## src/rtl/pong_pkg.sv

```systemverilog
// Shared definitions for the Pong AI paddle driver: FSM states, default
// playfield dimensions and the LFSR constants used by the optional miss logic.
package pong_pkg;

    typedef enum logic [1:0] {
        IDLE,
        REACT,
        TRACK,
        CENTER
    } state_t;

    localparam int GAME_WIDTH    = 40;
    localparam int GAME_HEIGHT   = 30;
    localparam int PADDLE_HEIGHT = 6;
    localparam int PADDLE_X      = 39;
    localparam int REACT_DELAY   = 2500000;
    localparam int DEAD_BAND     = 1;

    localparam logic [15:0] LFSR_SEED = 16'hACE1;
    // Taps 16,14,13,11 expressed as bit positions 15,13,12,10
    localparam logic [15:0] LFSR_TAPS = 16'hB400;

    function automatic logic lfsr_feedback(input logic [15:0] state);
        return ^(state & LFSR_TAPS);
    endfunction

endpackage

```

## src/rtl/pong_lfsr16.sv

```systemverilog
// 16-bit Fibonacci LFSR that shifts left once per enabled clock; used as the
// random source for deliberate misses.
module pong_lfsr16
    import pong_pkg::*;
(
    input  logic        i_Clk,
    input  logic        i_Rst_L,
    input  logic        i_Enable,
    output logic [15:0] o_State
);

    always_ff @(posedge i_Clk or negedge i_Rst_L) begin
        if (!i_Rst_L) begin
            o_State <= LFSR_SEED;
        end else if (i_Enable) begin
            o_State <= {o_State[14:0], lfsr_feedback(o_State)};
        end
    end

endmodule

```

## src/rtl/pong_ai_paddle_driver.sv

```systemverilog
// Computer opponent that steers the right-hand paddle toward the ball after a
// reaction delay. Define PONG_AI_MISS_EN to enable occasional deliberate misses.
module pong_ai_paddle_driver
    import pong_pkg::*;
#(
    parameter int c_GAME_WIDTH    = GAME_WIDTH,
    parameter int c_GAME_HEIGHT   = GAME_HEIGHT,
    parameter int c_PADDLE_HEIGHT = PADDLE_HEIGHT,
    parameter int c_PADDLE_X      = PADDLE_X,
    parameter int c_REACT_DELAY   = REACT_DELAY,
    parameter int c_DEAD_BAND     = DEAD_BAND
) (
    input  logic                             i_Clk,
    input  logic                             i_Rst_L,
    input  logic                             i_Game_Active,
    input  logic [$clog2(c_GAME_WIDTH)-1:0]  i_Ball_X,
    input  logic [$clog2(c_GAME_HEIGHT)-1:0] i_Ball_Y,
    input  logic [$clog2(c_GAME_HEIGHT)-1:0] i_Paddle_Y,
    output logic                             o_Paddle_Up,
    output logic                             o_Paddle_Dn,
    output logic                             o_Tracking
);

    localparam int c_X_W   = $clog2(c_GAME_WIDTH);
    localparam int c_Y_W   = $clog2(c_GAME_HEIGHT);
    localparam int c_A_W   = c_Y_W + 1;
    localparam int c_CNT_W = $clog2(c_REACT_DELAY + 1);

    localparam logic [c_X_W:0]   c_PX         = (c_X_W + 1)'(c_PADDLE_X);
    localparam logic [c_A_W-1:0] c_HALF       = c_A_W'(c_PADDLE_HEIGHT / 2);
    localparam logic [c_A_W-1:0] c_BAND       = c_A_W'(c_DEAD_BAND);
    localparam logic [c_A_W-1:0] c_HOME_TGT   = c_A_W'((c_GAME_HEIGHT - c_PADDLE_HEIGHT) / 2 + c_PADDLE_HEIGHT / 2);
    localparam logic [c_Y_W-1:0] c_WALL_Y     = c_Y_W'(c_GAME_HEIGHT - c_PADDLE_HEIGHT);
    localparam logic [c_CNT_W-1:0] c_CNT_LAST = c_CNT_W'(c_REACT_DELAY - 1);

    state_t              r_State, w_Next_State;
    logic [c_X_W-1:0]    r_Prev_X;
    logic                r_Approach;
    logic [c_CNT_W-1:0]  r_React_Cnt;
    logic [c_X_W:0]      w_New_Dist, w_Old_Dist;
    logic [c_A_W-1:0]    w_Centre, w_Target;
    logic                w_Want_Up, w_Want_Dn, w_Steer, w_Miss;

    assign w_New_Dist = ({1'b0, i_Ball_X} >= c_PX) ? {1'b0, i_Ball_X} - c_PX : c_PX - {1'b0, i_Ball_X};
    assign w_Old_Dist = ({1'b0, r_Prev_X} >= c_PX) ? {1'b0, r_Prev_X} - c_PX : c_PX - {1'b0, r_Prev_X};

    // Direction is only re-evaluated when the ball actually moves horizontally
    always_ff @(posedge i_Clk or negedge i_Rst_L) begin
        if (!i_Rst_L) begin
            r_Prev_X   <= '0;
            r_Approach <= 1'b0;
        end else begin
            r_Prev_X <= i_Ball_X;
            if (i_Ball_X != r_Prev_X) begin
                r_Approach <= (w_New_Dist < w_Old_Dist);
            end
        end
    end

    always_comb begin
        w_Next_State = r_State;
        case (r_State)
            IDLE:    w_Next_State = r_Approach ? REACT : CENTER;
            REACT:   if (!r_Approach) w_Next_State = CENTER;
                     else if (r_React_Cnt == c_CNT_LAST) w_Next_State = TRACK;
            TRACK:   if (!r_Approach) w_Next_State = CENTER;
            CENTER:  if (r_Approach) w_Next_State = REACT;
            default: w_Next_State = IDLE;
        endcase
        if (!i_Game_Active) begin
            w_Next_State = IDLE;
        end
    end

    always_ff @(posedge i_Clk or negedge i_Rst_L) begin
        if (!i_Rst_L) begin
            r_State     <= IDLE;
            r_React_Cnt <= '0;
        end else begin
            r_State     <= w_Next_State;
            r_React_Cnt <= (r_State == REACT && w_Next_State == REACT) ? r_React_Cnt + 1'b1 : '0;
        end
    end

`ifdef PONG_AI_MISS_EN
    logic [15:0] w_Lfsr;
    logic        r_Miss;

    pong_lfsr16 lfsr_inst (
        .i_Clk    (i_Clk),
        .i_Rst_L  (i_Rst_L),
        .i_Enable (1'b1),
        .o_State  (w_Lfsr)
    );

    // The miss decision is latched once per approach and held until TRACK ends
    always_ff @(posedge i_Clk or negedge i_Rst_L) begin
        if (!i_Rst_L) begin
            r_Miss <= 1'b0;
        end else if (r_State == REACT && w_Next_State == TRACK) begin
            r_Miss <= (w_Lfsr[2:0] == 3'd0);
        end else if (w_Next_State != TRACK) begin
            r_Miss <= 1'b0;
        end
    end

    assign w_Miss = r_Miss;
`else
    assign w_Miss = 1'b0;
`endif

    assign w_Centre  = {1'b0, i_Paddle_Y} + c_HALF;
    assign w_Target  = (r_State == TRACK) ? {1'b0, i_Ball_Y} : c_HOME_TGT;
    assign w_Want_Dn = (w_Centre + c_BAND < w_Target);
    assign w_Want_Up = (w_Centre > w_Target + c_BAND) && !w_Want_Dn;
    assign w_Steer   = i_Game_Active && (r_State == CENTER || (r_State == TRACK && !w_Miss));

    always_ff @(posedge i_Clk or negedge i_Rst_L) begin
        if (!i_Rst_L) begin
            o_Paddle_Up <= 1'b0;
            o_Paddle_Dn <= 1'b0;
            o_Tracking  <= 1'b0;
        end else begin
            o_Paddle_Up <= w_Steer && w_Want_Up && (i_Paddle_Y != '0);
            o_Paddle_Dn <= w_Steer && w_Want_Dn && (i_Paddle_Y != c_WALL_Y);
            o_Tracking  <= (w_Next_State == TRACK);
        end
    end

endmodule

```

## config.mk

```make
export PLATFORM = sky130hd
export DESIGN_NAME = pong_ai_paddle_driver
export DESIGN_NICKNAME = d
export VERILOG_FILES = /design/src/rtl/pong_pkg.sv /design/src/rtl/pong_lfsr16.sv /design/src/rtl/pong_ai_paddle_driver.sv
export SDC_FILE = /design/constraint.sdc
export NUM_CORES = 1
export LEC_CHECK = 0
export ABC_AREA = 1
export CAP_MARGIN = 20
export CORE_ASPECT_RATIO = 0.8
export CORE_MARGIN = 5
export CORE_UTILIZATION = 38
export DETAILED_ROUTE_END_ITERATION = 10
export GPL_TIMING_DRIVEN = 0
export PLACE_DENSITY = 0.64
export SLEW_MARGIN = 40
export SYNTH_ARGS = -nofsm -noshare
export SYNTH_HDL_FRONTEND = slang
export SYNTH_SLANG_ARGS = --single-unit
```

## constraint.sdc

```tcl
create_clock -name i_Clk -period 4.75 [get_ports i_Clk]
set_clock_uncertainty 0.15 [all_clocks]
set_input_delay 1.425 -clock i_Clk [delete_from_list [all_inputs] [get_ports i_Clk]]
set_output_delay 1.425 -clock i_Clk [all_outputs]
set_load 0.05 [all_outputs]
```

==> parameters.txt, run 1 <==
Parameter                              Value

Placement
  Half-perimeter wire length after placement    just under 5000 um
  Input/output buffers    20
  Worst slack at placement    between 0.6 and 0.7 ns
  Gp weighted congestion    approximately 0.87

Setup path
  Cell with the largest stage delay on the worst path    sky130_fd_sc_hd__clkdlybuf4s50_1
  Critical path, cell by cell    clkdlybuf4s50_1 -> inv_1 -> ha_1 -> ha_1 -> nand4_1 -> o211ai_2 -> nand2_1 -> xor2_1 -> ha_1 -> a21oi_1 -> o21ai_0 -> a21oi_1 -> nand2_1 -> o21ai_0
  Type of the worst setup path    in -> reg
  Most frequent CP cell    sky130_fd_sc_hd__ha_1
  Max Fanout on Critical Path    10
  Worst endpoint required time    a little under 5 ns
  Category of the worst setup path launch point    primary input
  Worst Path Arrival    between 3 and 4 ns
  Worst path max stage delay    between 0.5 and 0.6 ns
  Crit end category    flip-flop

Timing
  Unrepaired setup endpoints after global routing    no
  Period utilization    0.812
  Clock period minus worst slack    3.85 ns
  Count of endpoints failing hold in the final timing report    0
  Aggregate negative setup slack    0 ns
  Least setup slack across all paths after layout    just under 0.9 ns
  Transition at the pin with the smallest max-transition slack    between 0.4 and 0.5 ns
  Max frequency    about 260 MHz
  Slew Limit Headroom    0.667
  Max-slew violation count    0
  Number of endpoints failing setup at the final stage    0

Global routing
  Maximum number of pins on one net before global-route repair    21
  Global-route wire length before repair    10600 um
  Initial antenna violation count    0
  Congestion Overflow GR    0
  All-Layer GR Usage    0.142
  Via count of the first global-routing pass    between 2000 and 2500

Yosys
  Most area-consuming cells after synthesis    sky130_fd_sc_hd__dfrtp_1 (30%), sky130_fd_sc_hd__ha_1 (13%), sky130_fd_sc_hd__nand2_1 (11%)
  Synth Cell Area    around 0.0029 mm2
  Synth Register Bits    34
  Synthesized Nets    roughly 450
  Yosys cell types    29
  Portion of the post-synthesis area used by sequential elements    0.298
  Synthesized area per cell    around 7.1 um2
  Leading area contributor after synthesis    sky130_fd_sc_hd__dfrtp_1
  Share of the synthesized area in the top cell type    0.298
  Yosys warning count    0
  Number of instances in the synthesized netlist    400

Clock tree
  Clock tree from TritonCTS    done
  Number of buffers added to fix hold violations after cts    0
  Number of buffers inserted by post-CTS setup repair    0
  Number of gates given a new drive strength after cts    0
  Insertion delay to the later sink of the worst-skew pair    around 0.3 ns
  CTS sink count    34
  CTS buffer count    5
  Htree depth    2
  CTS root buffer    sky130_fd_sc_hd__clkbuf_8
  Max Buffers Root-to-Sink    2
  Clock transition at the register clock pins on the worst setup and hold paths after CTS    0.07 ns

Power
  Power per Cell Area    approximately 250 mW/mm2
  Share of power burned in the clock network    0.395
  Switching Fraction    0.281
  VDD IR-drop max    roughly 0.14 mV
  Standby leakage power    1.55 nW
  Switching component of the power    around 0.24 mW
  Portion of total power attributed to combinational logic    0.235
  Internal Power    0.608 mW
  Sequential fraction of design power    0.370

Detailed routing
  Avg WL per Cell    11.5 um
  Iteration-0 DRC count of the detailed router    110
  Routed wire length    around 6000 um
  Vias/cell    4.77
  First-pass iteration count of the detailed router    4
  Routed via count    between 2000 and 2500
  Final antenna-violating net count    0
  # DRC    0

Finish
  Count of filler cells inserted in the layout    between 700 and 800
  Antenna fix cells    0
  Synth-to-Final Area Change    16.7%
  Final layout net count    around 480
  Share of final-layout standard cells stronger than drive strength 1    0.0909

Job
  Total of max-cap violations    0

Die
  Chip Width    about 110 um
  DIE HEIGHT    87.6 um
  Core outline area    about 0.0074 mm2
  Number of rows in the core area    28
  Initial Util    0.388
  Die Area    approximately 0.0094 mm2
  I/O pin count    22

Min path
  Hold Crit Class    reg -> reg

Status
  Result of the run    complete, no violations
state kept, by name, indices dropped and copies added, names as in the netlist:
signal,cells
o_Paddle_Up,1
o_Paddle_Dn,1
r_React_Cnt,22
o_Tracking,1
r_Approach,1
r_Prev_X,6
r_State,2
final cells by class:
class	count	area, um2	area share
Tap cell	90	113	0.0338
Inverter	63	236	0.0709
Clock buffer	6	82.6	0.0248
Timing Repair Buffer	21	223	0.0668
Buffer	3	33.8	0.0101
Clock inverter	2	60.1	0.0180
Sequential cell	34	851	0.255
Multi-Input combinational cell	300	1740	0.521
power by group through the flow:
stage	combinational [mW]	sequential (mW)	clock [mW]
2_1_floorplan	0.135	0.322	0
3_3_place_gp	0.193	0.318	0
3_5_place_dp	0.200	0.319	0
4_1_cts	0.201	0.313	0.342
5_1_grt	0.232	0.315	0.357
6_report	0.199	0.313	0.334
Yosys cell counts:
library cell,count
sky130_fd_sc_hd__nor3_1,7
sky130_fd_sc_hd__nor3_2,1
sky130_fd_sc_hd__nand3b_1,1
sky130_fd_sc_hd__o211ai_2,1
sky130_fd_sc_hd__nand3_2,1
sky130_fd_sc_hd__buf_6,1
sky130_fd_sc_hd__xor2_1,23
sky130_fd_sc_hd__nand4_1,13
sky130_fd_sc_hd__buf_8,1
sky130_fd_sc_hd__nand2_1,84
sky130_fd_sc_hd__nor2_2,10
sky130_fd_sc_hd__inv_2,6
sky130_fd_sc_hd__inv_1,57
sky130_fd_sc_hd__o211ai_1,1
sky130_fd_sc_hd__nor2_4,1
sky130_fd_sc_hd__a31oi_1,1
sky130_fd_sc_hd__buf_4,1
sky130_fd_sc_hd__o22ai_1,1
sky130_fd_sc_hd__dfrtp_1,34
sky130_fd_sc_hd__a21oi_1,12
sky130_fd_sc_hd__nand2_2,5
sky130_fd_sc_hd__or2_1,1
sky130_fd_sc_hd__nor2_1,62
sky130_fd_sc_hd__o21ai_1,1
sky130_fd_sc_hd__ha_1,30
sky130_fd_sc_hd__xnor2_1,6
sky130_fd_sc_hd__nand4_4,1
sky130_fd_sc_hd__o21ai_0,12
sky130_fd_sc_hd__nand3_1,25
stage by stage:
step                std cells  utilization  instance area [um2]  power [mW]  hold slack, ns
finish                    519        0.453                 3340       0.846           0.392
global route              519        0.453                 3340       0.905           0.427
CTS                       519        0.453                 3340       0.856           0.395
detailed placement        511        0.434                 3190       0.519           0.387
global placement          510        0.431                 3170       0.511           0.385
floorplan                 400            -                 2860       0.456           0.338
layer usage:
layer	up-vias	part of all wire	routed length (um)	global-route usage
met2	30	0.44	2640	0.217
met5	-	0	0	0
met1	1121	0.52	3090	0.199
li1	1319	-	-	-
met4	0	0.016	95	0.0476
met3	8	0.027	159	0.0339
layout by cell type (no fill, tap or decap):
cell / instances
sky130_fd_sc_hd__bufinv_16: 2
sky130_fd_sc_hd__a21oi_1: 12
sky130_fd_sc_hd__nand3_2: 1
sky130_fd_sc_hd__or2_1: 1
sky130_fd_sc_hd__xor2_1: 23
sky130_fd_sc_hd__nand3_1: 25
sky130_fd_sc_hd__nor3_1: 7
sky130_fd_sc_hd__clkdlybuf4s50_1: 19
sky130_fd_sc_hd__inv_2: 6
sky130_fd_sc_hd__buf_4: 1
sky130_fd_sc_hd__o211ai_2: 1
sky130_fd_sc_hd__nand2_2: 5
sky130_fd_sc_hd__buf_16: 1
sky130_fd_sc_hd__buf_8: 1
sky130_fd_sc_hd__nor2_1: 62
sky130_fd_sc_hd__buf_2: 1
sky130_fd_sc_hd__ha_1: 30
sky130_fd_sc_hd__nand4_4: 1
sky130_fd_sc_hd__buf_6: 1
sky130_fd_sc_hd__clkbuf_8: 6
sky130_fd_sc_hd__o21ai_0: 12
sky130_fd_sc_hd__o21ai_1: 1
sky130_fd_sc_hd__inv_1: 57
sky130_fd_sc_hd__nor2_2: 10
sky130_fd_sc_hd__nor2_4: 1
sky130_fd_sc_hd__nor3_2: 1
sky130_fd_sc_hd__o211ai_1: 1
sky130_fd_sc_hd__nand3b_1: 1
sky130_fd_sc_hd__a31oi_1: 1
sky130_fd_sc_hd__dfrtp_1: 34
sky130_fd_sc_hd__nand4_1: 13
sky130_fd_sc_hd__o22ai_1: 1
sky130_fd_sc_hd__nand2_1: 84
sky130_fd_sc_hd__xnor2_1: 6
kinds of logic after synthesis:
family                     Yosys count  share of synthesized area
DFF                                 34                      0.298
AOI/OAI and AO/OA                   29                     0.0552
buffers and inverters               66                     0.0946
xor gates and xnor gates            29                     0.0889
and+or+nand+nor                    212                      0.332
adders and majority gates           30                      0.131
path summary, 6_finish.rpt:
path | endpoint | slack (ns) | start | cells past startpoint
setup / recovery | r_Approach | 0.90 | i_Ball_X[3] | 14
hold / removal | r_React_Cnt[0] | 0.39 | r_React_Cnt[0] | 1
setup reg to reg | r_Approach | 2.31 | r_Prev_X[4] | 12
hold reg to reg | r_React_Cnt[0] | 0.39 | r_React_Cnt[0] | 1
max in group asynchronous | r_State[1] | 3.13 | i_Rst_L | 2
min in group asynchronous | r_Prev_X[3] | 0.90 | i_Rst_L | 1
worst max-delay path: cells and delay by family:
| kind | cells | cell delay (ns) |
|---|---|---|
| AOI/OAI and AO/OA | 5 | 0.65 |
| adders and majority gates | 3 | 0.69 |
| xor gates and xnor gates | 1 | 0.16 |
| and+or+nand+nor | 3 | 0.29 |
| buffers and inverters | 2 | 0.71 |
No activity file was read; power rests on OpenSTA's default activity.
==> run 2: changes to the inputs <==
Clock period 4.75 ns to 3.6 ns, I/O delays scaled along.
==> parameters.txt, run 2 (same netlist as run 1, synthesis figures left out) <==
Parameter                              Value

Placement
  Half-perimeter wire length after placement    around 4800 um
  Gp weighted congestion    around 0.87
  Input/output buffers    20

Job
  Total of max-cap violations    0

Timing
  Aggregate negative setup slack    0 ns
  Count of endpoints failing hold in the final timing report    0
  Transition at the pin with the smallest max-transition slack    ~0.5 ns
  Min Hold Slack    around 0.39 ns
  Period utilization    0.952
  Slew Limit Headroom    0.667
  Max frequency    slightly below 300 MHz
  Max-slew violation count    0
  Number of endpoints failing setup at the final stage    0
  Unrepaired setup endpoints after global routing    no
  Clock period minus worst slack    around 3.4 ns

Setup path
  Worst Path Arrival    about 3.5 ns
  CP startpoint    i_Ball_X[3]
  Max Fanout on Critical Path    10
  Crit end category    flip-flop
  Worst endpoint required time    approximately 3.7 ns
  R2R Path Start    r_Prev_X[4]
  Category of the worst setup path launch point    primary input
  Type of the worst setup path    in -> reg

Finish
  Flip-flop count of the largest register, all copies and words added    22
  Count of filler cells inserted in the layout    approximately 760
  Area used by sequential logic in the layout    between 800 and 900 um2
  Most frequent standard cell in the layout excluding fill and tap cells    sky130_fd_sc_hd__nand2_1
  Biggest regs    r_React_Cnt (22), r_Prev_X (6), r_State (2)
  Final layout net count    between 400 and 500
  Share of final-layout standard cells stronger than drive strength 1    0.0998
  Largest register by flop count    r_React_Cnt
  Combined area of the multi-input logic cells    around 0.0017 mm2
  Synth-to-Final Area Change    17.7%
  Antenna fix cells    0
  Most used cells in the layout excluding fill and tap cells    sky130_fd_sc_hd__nand2_1 (84), sky130_fd_sc_hd__nor2_1 (62), sky130_fd_sc_hd__inv_1 (55), sky130_fd_sc_hd__dfrtp_1 (34), sky130_fd_sc_hd__ha_1 (30)

Die
  Chip Width    between 100 and 150 um
  I/O pin count    22
  Initial Util    0.388
  DIE HEIGHT    87.6 um
  Die Area    0.00937 mm2
  Number of rows in the core area    28
  Core outline area    between 0.007 and 0.008 mm2

Global routing
  Maximum number of pins on one net before global-route repair    21
  Congestion Overflow GR    0
  All-Layer GR Usage    0.142
  Global-route wire length before repair    around 11000 um
  Via count of the first global-routing pass    between 2000 and 2500
  Initial antenna violation count    0

Clock tree
  Insertion delay to the later sink of the worst-skew pair    around 0.3 ns
  Clock transition at the register clock pins on the worst setup and hold paths after CTS    about 0.070 ns
  Htree depth    2
  CTS sink count    34
  CTS root buffer    sky130_fd_sc_hd__clkbuf_8
  Max Buffers Root-to-Sink    2
  Number of buffers added to fix hold violations after cts    0
  Clock tree from TritonCTS    done
  CTS buffer count    5

Detailed routing
  Iteration-0 DRC count of the detailed router    approximately 120
  # DRC    0
  First-pass iteration count of the detailed router    4
  Final antenna-violating net count    0
  Vias/cell    between 4 and 5
  Routed wire length    between 6000 and 7000 um
  Routed via count    2499
  Avg WL per Cell    around 12 um

Min path
  Start point of the worst min-delay path    r_React_Cnt[0]
  Hold Crit Class    reg -> reg

Status
  Result of the run    complete, no violations

Power
  Overall power consumption    between 1 and 1.5 mW
  Power per Cell Area    333 mW/mm2
  Standby leakage power    about 1.6 nW
  VDD IR-drop max    between 0.15 and 0.2 mV
==> run 2: path summary, 6_finish.rpt <==
kind | to | slack, ns | cells past startpoint
hold reg to reg | r_React_Cnt[0] | 0.39 | 1
setup reg to reg | r_Approach | 1.17 | 12
hold / removal | r_React_Cnt[0] | 0.39 | 1
max in group asynchronous | r_State[1] | 2.32 | 2
setup / recovery | r_Approach | 0.17 | 14
min in group asynchronous | r_Prev_X[3] | 0.55 | 1
==> run 2: through the flow <==
stage                util  area [um2]  setup slack (ns)  instances
CTS                 0.453        3340             0.108        519
detailed placement  0.434        3190            -0.187        511
floorplan               -        2860             0.601        400
global placement    0.431        3170            -0.149        510
finish              0.457        3360             0.173        521
global route        0.457        3360           0.00578        521
==> run 2: repair_timing <==
| action | 4_1_cts | 5_1_grt |
|---|---|---|
| setup endpoints to repair | 0 | 1 |
| gates resized for setup | 0 | 5 |
| setup buffers | 0 | 2 |
==> run 2: metal layers <==
layer  part of all wire  GRT usage  vias to the layer above
met4              0.015     0.0476                        0
met5                  0          0                        -
met1               0.52      0.199                     1132
met2               0.44      0.217                       34
met3              0.028     0.0339                        8
li1                   -          -                     1325
==> run 2: report_power, final <==
| part | switching, mW | leakage (nW) | internal (mW) | total, mW |
|---|---|---|---|---|
| registers | 0.0175 | 0.454 | 0.396 | 0.413 |
| clock network | 0.145 | 0.0714 | 0.295 | 0.441 |
| logic | 0.153 | 1.05 | 0.113 | 0.266 |
==> run 2: cell type report <==
type / count / area share
Multi-Input combinational cell: 300 / 0.519
Sequential cell: 34 / 0.253
Timing Repair Buffer: 23 / 0.0721
Inverter: 63 / 0.0703
Tap cell: 90 / 0.0335
Clock buffer: 6 / 0.0245
Clock inverter: 2 / 0.0179
Buffer: 3 / 0.0100
==> run 2: worst max-delay path: stages <==
cell and delay, ns:
sky130_fd_sc_hd__clkdlybuf4s50_1 0.50, sky130_fd_sc_hd__inv_2 0.16, sky130_fd_sc_hd__ha_1 0.19, sky130_fd_sc_hd__ha_1 0.14, sky130_fd_sc_hd__nand4_1 0.15, sky130_fd_sc_hd__o211ai_4 0.19, sky130_fd_sc_hd__nand2_1 0.11, sky130_fd_sc_hd__xor2_1 0.16
sky130_fd_sc_hd__ha_1 0.31, sky130_fd_sc_hd__a21oi_1 0.14, sky130_fd_sc_hd__o21ai_0 0.09, sky130_fd_sc_hd__a21oi_1 0.16, sky130_fd_sc_hd__nand2_1 0.06, sky130_fd_sc_hd__o21ai_0 0.06
